<file path="src/rtl/conv_result_trimmer.sv">
// Trims group-delay head/tail results from the 11-tap convolution stream and
// emits KEEP rounded, narrowed samples per frame. `CONV_TRIM_SAT_EN selects clamping.
module conv_result_trimmer #(
   parameter int IN_W     = 32,
   parameter int OUT_W    = 16,
   parameter int FRAME_IN = 110,
   parameter int SKIP     = 5,
   parameter int KEEP     = 100,
   parameter int SHIFT    = 4
) (
   input  logic             clk,
   input  logic             rst_n,
   input  logic             in_valid,
   output logic             in_ready,
   input  logic [IN_W-1:0]  in_r,
   input  logic [IN_W-1:0]  in_i,
   input  logic             in_last,
   output logic             out_valid,
   input  logic             out_ready,
   output logic [OUT_W-1:0] out_r,
   output logic [OUT_W-1:0] out_i,
   output logic             out_first,
   output logic             out_last,
   output logic             frame_err,
   output logic [1:0]       dbg_state
);

   // Handshake: a transfer happens on a rising edge where valid && ready;
   // valid never waits on ready, and payload holds while valid && !ready.

   localparam int IDX_W = (FRAME_IN > 1) ? $clog2(FRAME_IN) : 1;
   localparam logic [IDX_W-1:0] LAST_IDX = IDX_W'(FRAME_IN - 1);
   localparam logic [IDX_W-1:0] PASS_LO  = IDX_W'(SKIP);
   localparam logic [IDX_W-1:0] PASS_HI  = IDX_W'(SKIP + KEEP - 1);
   localparam logic signed [IN_W:0] RND  = (IN_W+1)'(1) <<< (SHIFT - 1);
`ifdef CONV_TRIM_SAT_EN
   localparam logic signed [IN_W:0] SAT_MAX = (IN_W+1)'((2 ** (OUT_W - 1)) - 1);
   localparam logic signed [IN_W:0] SAT_MIN = -((IN_W+1)'(2 ** (OUT_W - 1)));
`endif

   typedef enum logic [1:0] {
      ST_HEAD = 2'd0,
      ST_PASS = 2'd1,
      ST_TAIL = 2'd2
   } state_t;

   state_t           state, state_next;
   logic [IDX_W-1:0] idx, idx_next;
   logic             fire;
   logic             is_end;
   logic             early_end;
   logic             late_end;
   logic             load;

   // Round half toward +inf, then narrow (clamp or wrap depending on build).
   function automatic logic [OUT_W-1:0] scale(input logic [IN_W-1:0] x);
      logic signed [IN_W:0] ext;
      logic signed [IN_W:0] sh;
      ext = signed'({x[IN_W-1], x}) + RND;
      sh  = ext >>> SHIFT;
`ifdef CONV_TRIM_SAT_EN
      if (sh > SAT_MAX)
         scale = SAT_MAX[OUT_W-1:0];
      else if (sh < SAT_MIN)
         scale = SAT_MIN[OUT_W-1:0];
      else
         scale = sh[OUT_W-1:0];
`else
      scale = sh[OUT_W-1:0];
`endif
   endfunction

   function automatic state_t region(input logic [IDX_W-1:0] i);
      if (i < PASS_LO)
         region = ST_HEAD;
      else if (i <= PASS_HI)
         region = ST_PASS;
      else
         region = ST_TAIL;
   endfunction

   // State register
   always_ff @(posedge clk or negedge rst_n) begin
      if (!rst_n) begin
         state <= ST_HEAD;
         idx   <= '0;
      end else begin
         state <= state_next;
         idx   <= idx_next;
      end
   end

   // Next-state logic: position advances only on an accepted result
   always_comb begin
      is_end     = (idx == LAST_IDX);
      early_end  = fire && in_last && !is_end;
      late_end   = fire && is_end && !in_last;
      idx_next   = idx;
      state_next = state;
      if (fire) begin
         if (is_end || early_end)
            idx_next = '0;
         else
            idx_next = idx + 1'b1;
         state_next = region(idx_next);
      end
   end

   // Output logic; in_ready in PASS is combinational from out_ready
   always_comb begin
      in_ready  = 1'b1;
      if (state == ST_PASS)
         in_ready = !out_valid || out_ready;
      fire      = in_valid && in_ready;
      load      = fire && (state == ST_PASS) && !in_last;
      dbg_state = state;
   end

   // Output register: load wins over consume so back-to-back keeps valid high
   always_ff @(posedge clk or negedge rst_n) begin
      if (!rst_n) begin
         out_valid <= 1'b0;
         out_r     <= '0;
         out_i     <= '0;
         out_first <= 1'b0;
         out_last  <= 1'b0;
      end else if (load) begin
         out_valid <= 1'b1;
         out_r     <= scale(in_r);
         out_i     <= scale(in_i);
         out_first <= (idx == PASS_LO);
         out_last  <= (idx == PASS_HI);
      end else if (out_valid && out_ready) begin
         out_valid <= 1'b0;
      end
   end

   always_ff @(posedge clk or negedge rst_n) begin
      if (!rst_n)
         frame_err <= 1'b0;
      else
         frame_err <= early_end || late_end;
   end

endmodule

</file>
<file path="config.mk">
export PLATFORM = sky130hd
export DESIGN_NAME = conv_result_trimmer
export DESIGN_NICKNAME = d
export VERILOG_FILES = /design/src/rtl/conv_result_trimmer.sv
export SDC_FILE = /design/constraint.sdc
export NUM_CORES = 1
export LEC_CHECK = 0
export CORE_UTILIZATION = 46
export CTS_BUF_LIST = sky130_fd_sc_hd__clkbuf_8 sky130_fd_sc_hd__clkbuf_16
export DETAILED_ROUTE_END_ITERATION = 8
export PLACE_DENSITY = 0.87
export SETUP_SLACK_MARGIN = 0.02
export SLEW_MARGIN = 20
export SYNTH_ARGS = -nofsm -noshare
export SYNTH_HDL_FRONTEND = slang
export SYNTH_SLANG_ARGS = --single-unit
</file>
<file path="constraint.sdc">
create_clock -name clk -period 3 [get_ports clk]
set_input_delay 0.9 -clock clk [delete_from_list [all_inputs] [get_ports clk]]
set_output_delay 0.9 -clock clk [all_outputs]
set_load 0.05 [all_outputs]
</file>
### Word-level counts from Yosys, hierarchy flattened

Index checks and enable logic that the tools add are counted.
Widths: inputs -> output; s select.

* magnitude comparators: 2
* eq/ne operators: 4
* $add $sub $neg: 3
* reductions and logical operators: 15
* multiplexer cells: 7

Operator list (count)
* $add 20x5->20 const B: 2
* $eq 7x7->1 const B: 2
* $mux 7: 2
* $logic_and 1x1->1: 8
* $add 7x1->7 const B: 1
* $eq 7x3->1 const B: 1
* $le 7x7->1 const B: 1
* $lt 7x3->1 const B: 1
* $mux 2: 2
* $logic_not 1->1: 3
* $logic_or 1x1->1: 3
* $mux 1: 3
* $eq 2x1->1 const B: 1
* $reduce_bool 2->1: 1

* register bits after elaboration: 45
* output and inout bits: 39
* word-level logic and storage cells: 39

### Longest topological paths before layout

Gate-level depths: netlist of the first run.

* depth in word-level cells: 12
* mapped depth: 7
* depth with buffers taken out: 7

### Least setup slack after synthesis of the first run

Ideal clock, no wire load.

* kind: input-to-reg
* from: input out_ready
* to: register state[0], in the netlist dbg_state[0]
* data arrival time: 2562 ps
* required time: 2878 ps
* stages: 5
* buffers on the path: 0
* setup slack: 317 ps
* cells stage by stage: nand4bb_2 > nand2_1 > o21bai_1 > or4_4 > a32o_1

* cells in the longest elaborated chain, start to end: 11
* elaborated cells between the ends (all ways): 12
* those cells by class: 2 x order compare; 5 x mux; 5 x reduce/logical

RTL lines
* start, declared: line 19 `input logic out_ready,`
* $logic_or 1x1->1 *: line 113 `in_ready = !out_valid || out_ready;`
* $mux 1 *: line 112 `if (state == ST_PASS)`
* $logic_and 1x1->1 *: line 114 `fire = in_valid && in_ready;`
* $logic_and 1x1->1 (2 in series): line 96 `early_end = fire && in_last && !is_end;`
* $logic_or 1x1->1: line 101 `if (is_end || early_end)`
* $mux 7: line 101
* $mux 7: line 100 `if (fire) begin`
* $le 7x7->1: line 76 `else if (i <= PASS_HI)`
* $mux 2: line 76
* $mux 2: line 74 `if (i < PASS_LO)`
* end signal, assigned: line 88 `state <= state_next;`
* end, declared: line 47 `state_t state, state_next;`

Mark *: on every way between the ends. The rest lies on a longest branch, timed or not. The select of a mux whose other input is x is not followed.
A chain may end at the register's enable or synchronous reset.

### Worst setup path in the final report of the first run

* from: input out_ready
* to: output in_ready

* cells in the longest elaborated chain, start to end: 2

RTL lines
* $logic_or 1x1->1: line 113
* $mux 1: line 112
* end, declared: line 14 `output logic in_ready,`

No other way between the ends.

==> results.json, run 1 <==
{
  "drt_iter0_drc": 141,
  "status": "completed",
  "seq_area_sq_um": 1130,
  "portBuffers": 77,
  "cts_resized": 0,
  "min_period_over_period": 0.911,
  "dp.cells": 413,
  "power_leakage_nw": 1.43,
  "cts_buffers": 5,
  "synth_area_per_cell_sq_um": 9.00,
  "overflow": 0,
  "finalSetupTns_ns": 0,
  "multiInputGateArea_sq_um": 1240,
  "path_cells": "clkdlybuf4s50_1 > nand4bb_2 > buf_12",
  "critPathBufInv": 2,
  "synth_edf_count": 0,
  "drc": 0,
  "synthFlopType": "dfrtp_1",
  "layoutNonFillerInstCount": 421,
  "synth-async-reset-ratio": 1.00,
  "critPathTopFamily": "buffers and inverters",
  "area.growth.synth_to_final_pct": 40.0,
  "fmax_mhz": 366,
  "pin_count": 108,
  "die_x_um": 75.2,
  "cap_violations": 0,
  "start_kind": "input port",
  "die_y_um": 75.2,
  "pwr-share-seq": 0.323,
  "cp_slowest_cell": "clkdlybuf4s50_1",
  "core_sq_um": 5140,
  "fin_hold_ws_ns": 0.486,
  "switching_power_w": 0.00136,
  "end_kind": "primary output",
  "routed_wl_mm": 5.46,
  "power_frac_clock": 0.158,
  "num_antenna_cells": 0,
  "yosysSeqAreaShare": 0.457,
  "relSlewSlack": 0.630,
  "hold_path_class": "register to register",
  "synth_area_leaders": "dfrtp_1, o21ai_0, nand2_1, xor2_1, xnor2_1",
  "drt_pass1_iterations": 4,
  "min_period_ns": 2.73,
  "antenna_found_initial": 0,
  "rsz0062_at_grt": "no",
  "place_congestion": 0.964,
  "tightest_slew_ns": 0.554,
  "ir_drop_mv": 0.559,
  "syn_nets": 348,
  "critPathKind": "input port to primary output",
  "sw_frac_of_total": 0.459,
  "fp-row-count": 26,
  "drtAntennaViolNets": 0,
  "ys.warnings.count": 0,
  "power.internal_w": 0.00161,
  "powerDensity_nw_per_um2": 859,
  "initial_utilization": 0.480,
  "grt_usage": 0.210,
  "grt_pass1_wl_mm": 9.04,
  "via_count": 2182,
  "combPwrFrac": 0.519,
  "slowest_delay_ns": 0.41,
  "hold_buffers": 0,
  "finClkSkew_ns": 0.00437,
  "synthDistinctLibCells": 39,
  "tritoncts": "built",
  "syn_area_sq_um": 2460,
  "cts_setup_buffers": 0,
  "ys_ff_latch": 45,
  "crit_required_ns": 2.10,
  "fin_nets": 424,
  "synth_top_cell_area_share": 0.457,
  "dieArea_sq_um": 5660,
  "cts_sinks": 45,
  "placed_cell_area_sq_um": 3330,
  "synthCells": 274,
  "path_max_fanout": 4,
  "cts_max_level": 2,
  "design_area_sq_um": 3450,
  "yosys.area.top_type": "dfrtp_1",
  "grt_max_degree": 36,
  "cp_data_arrival_time_ns": 1.83,
  "fill_cells": 437,
  "drive_gt1_frac": 0.0570,
  "cts_buffer_depth": 2,
  "finalHoldViolCount": 0,
  "cts.clk_slew.worst_paths_ns": 0.08,
  "clkLatencyLatePin_ns": 0.29,
  "dp_hpwl_mm": 4.25,
  "final_max_slew_viol_count": 0,
  "timing.final.setup_violations": 0,
  "wire_per_inst_um": 13.0,
  "finalPower_w": 0.00297,
  "grt_pass1_vias": 2154,
  "cts-root-buf": "clkbuf_8",
  "viasPerCell": 5.18
}
tightest hold or removal path, delay by kind of cell, from the launching register on:
| kind | cells | cell delay [ns] |
|---|---|---|
| flops | 1 | 0.35 |
| compound gates | 1 | 0.06 |
| simple gates | 1 | 0.05 |
through the flow:
step / utilization / worst slack (ns)
detailed placement: 0.648 / 0.243
global placement: 0.648 / 0.275
global route: 0.671 / 0.224
floorplan: - / 0.317
finish: 0.671 / 0.266
CTS: 0.671 / 0.261
cell usage in the layout, fill, tap and decap left out, types with 2 or more instances in the layout:
cell type        count
clkbuf_8             6
buf_12               3
o21ai_0             41
and4_1               5
xnor2_1             15
nand3_1             16
clkdlybuf4s50_1     75
nand4_1              4
and3_1              10
o31ai_1              2
xor2_1              18
nor3b_1              2
nand2b_1             2
o41ai_1              2
nand2_1             53
nor3_1               5
buf_4                3
ha_1                 5
nor2_1               9
dfrtp_1             45
inv_1                9
Yosys cell counts (2+ instances only):
cell / number
dfrtp_1: 45
buf_2: 3
buf_4: 2
and3_1: 10
o31ai_1: 2
nor2_1: 9
nand4_1: 4
inv_1: 9
and4_1: 5
nand2b_1: 2
nor3b_1: 2
ha_1: 5
nor3_1: 5
xnor2_1: 15
clkbuf_1: 7
xor2_1: 18
nand2_1: 53
o21ai_0: 41
o41ai_1: 2
nand3_1: 16
final cells by class:
cell class,count,share of cell area
repair buffers,82,0.243
inverters,9,0.00979
multi-input cells,207,0.361
flip-flops and latches,45,0.326
clock buffers,6,0.0239
clock inverters,2,0.0109
well taps,70,0.0254
cells by family after synthesis:
group	after synthesis	share of synthesized area
buffers and inverters	22	0.0381
AOI/OAI and AO/OA	54	0.125
xor gates and xnor gates	33	0.117
adders and majority gates	5	0.0254
and+or+nand+nor	113	0.229
muxes	2	0.00863
DFF	45	0.457
final timing paths:
path	from	endpoint	slack, ns	depth (start not counted)
min in group asynchronous	rst_n	idx[2]	0.52	1
worst max register to register	idx[0]	dbg_state[0]	0.82	6
worst max-delay path	out_ready	in_ready	0.27	3
worst min register to register	out_i[10]	out_i[10]	0.49	2
worst min-delay path	out_i[10]	out_i[10]	0.49	2
max in group asynchronous	rst_n	out_r[15]	1.79	2
state kept, by name, indices dropped and copies added, names as in the netlist:
signal,flops
out_r,16
out_last,1
idx,7
frame_err,1
dbg_state,2
out_i,16
out_first,1
out_valid,1
metal layers:
metal | up-vias | GRT usage | part of all wire
met5 | - | 0 | 0
met4 | 0 | 0.0988 | 0.019
met3 | 8 | 0.0321 | 0.055
met2 | 76 | 0.383 | 0.53
met1 | 1003 | 0.240 | 0.40
li1 | 1095 | - | -
power groups by stage:
stage	Clock [W]	Combinational [W]	Sequential [W]
2_1_floorplan	0	0.000207	0.00171
3_3_place_gp	0	0.00152	0.000956
3_5_place_dp	0	0.00155	0.000969
4_1_cts	0.000478	0.00155	0.000962
5_1_grt	0.000500	0.00164	0.000987
6_report	0.000469	0.00154	0.000958
Note: power is estimated with default switching activity, not from simulation.
==> inputs of run 2 (changes only) <==
- SLEW_MARGIN: 20 -> unset
==> results of run 2 <==
The final DEF is identical to that of run 1; final timing and power are the same.
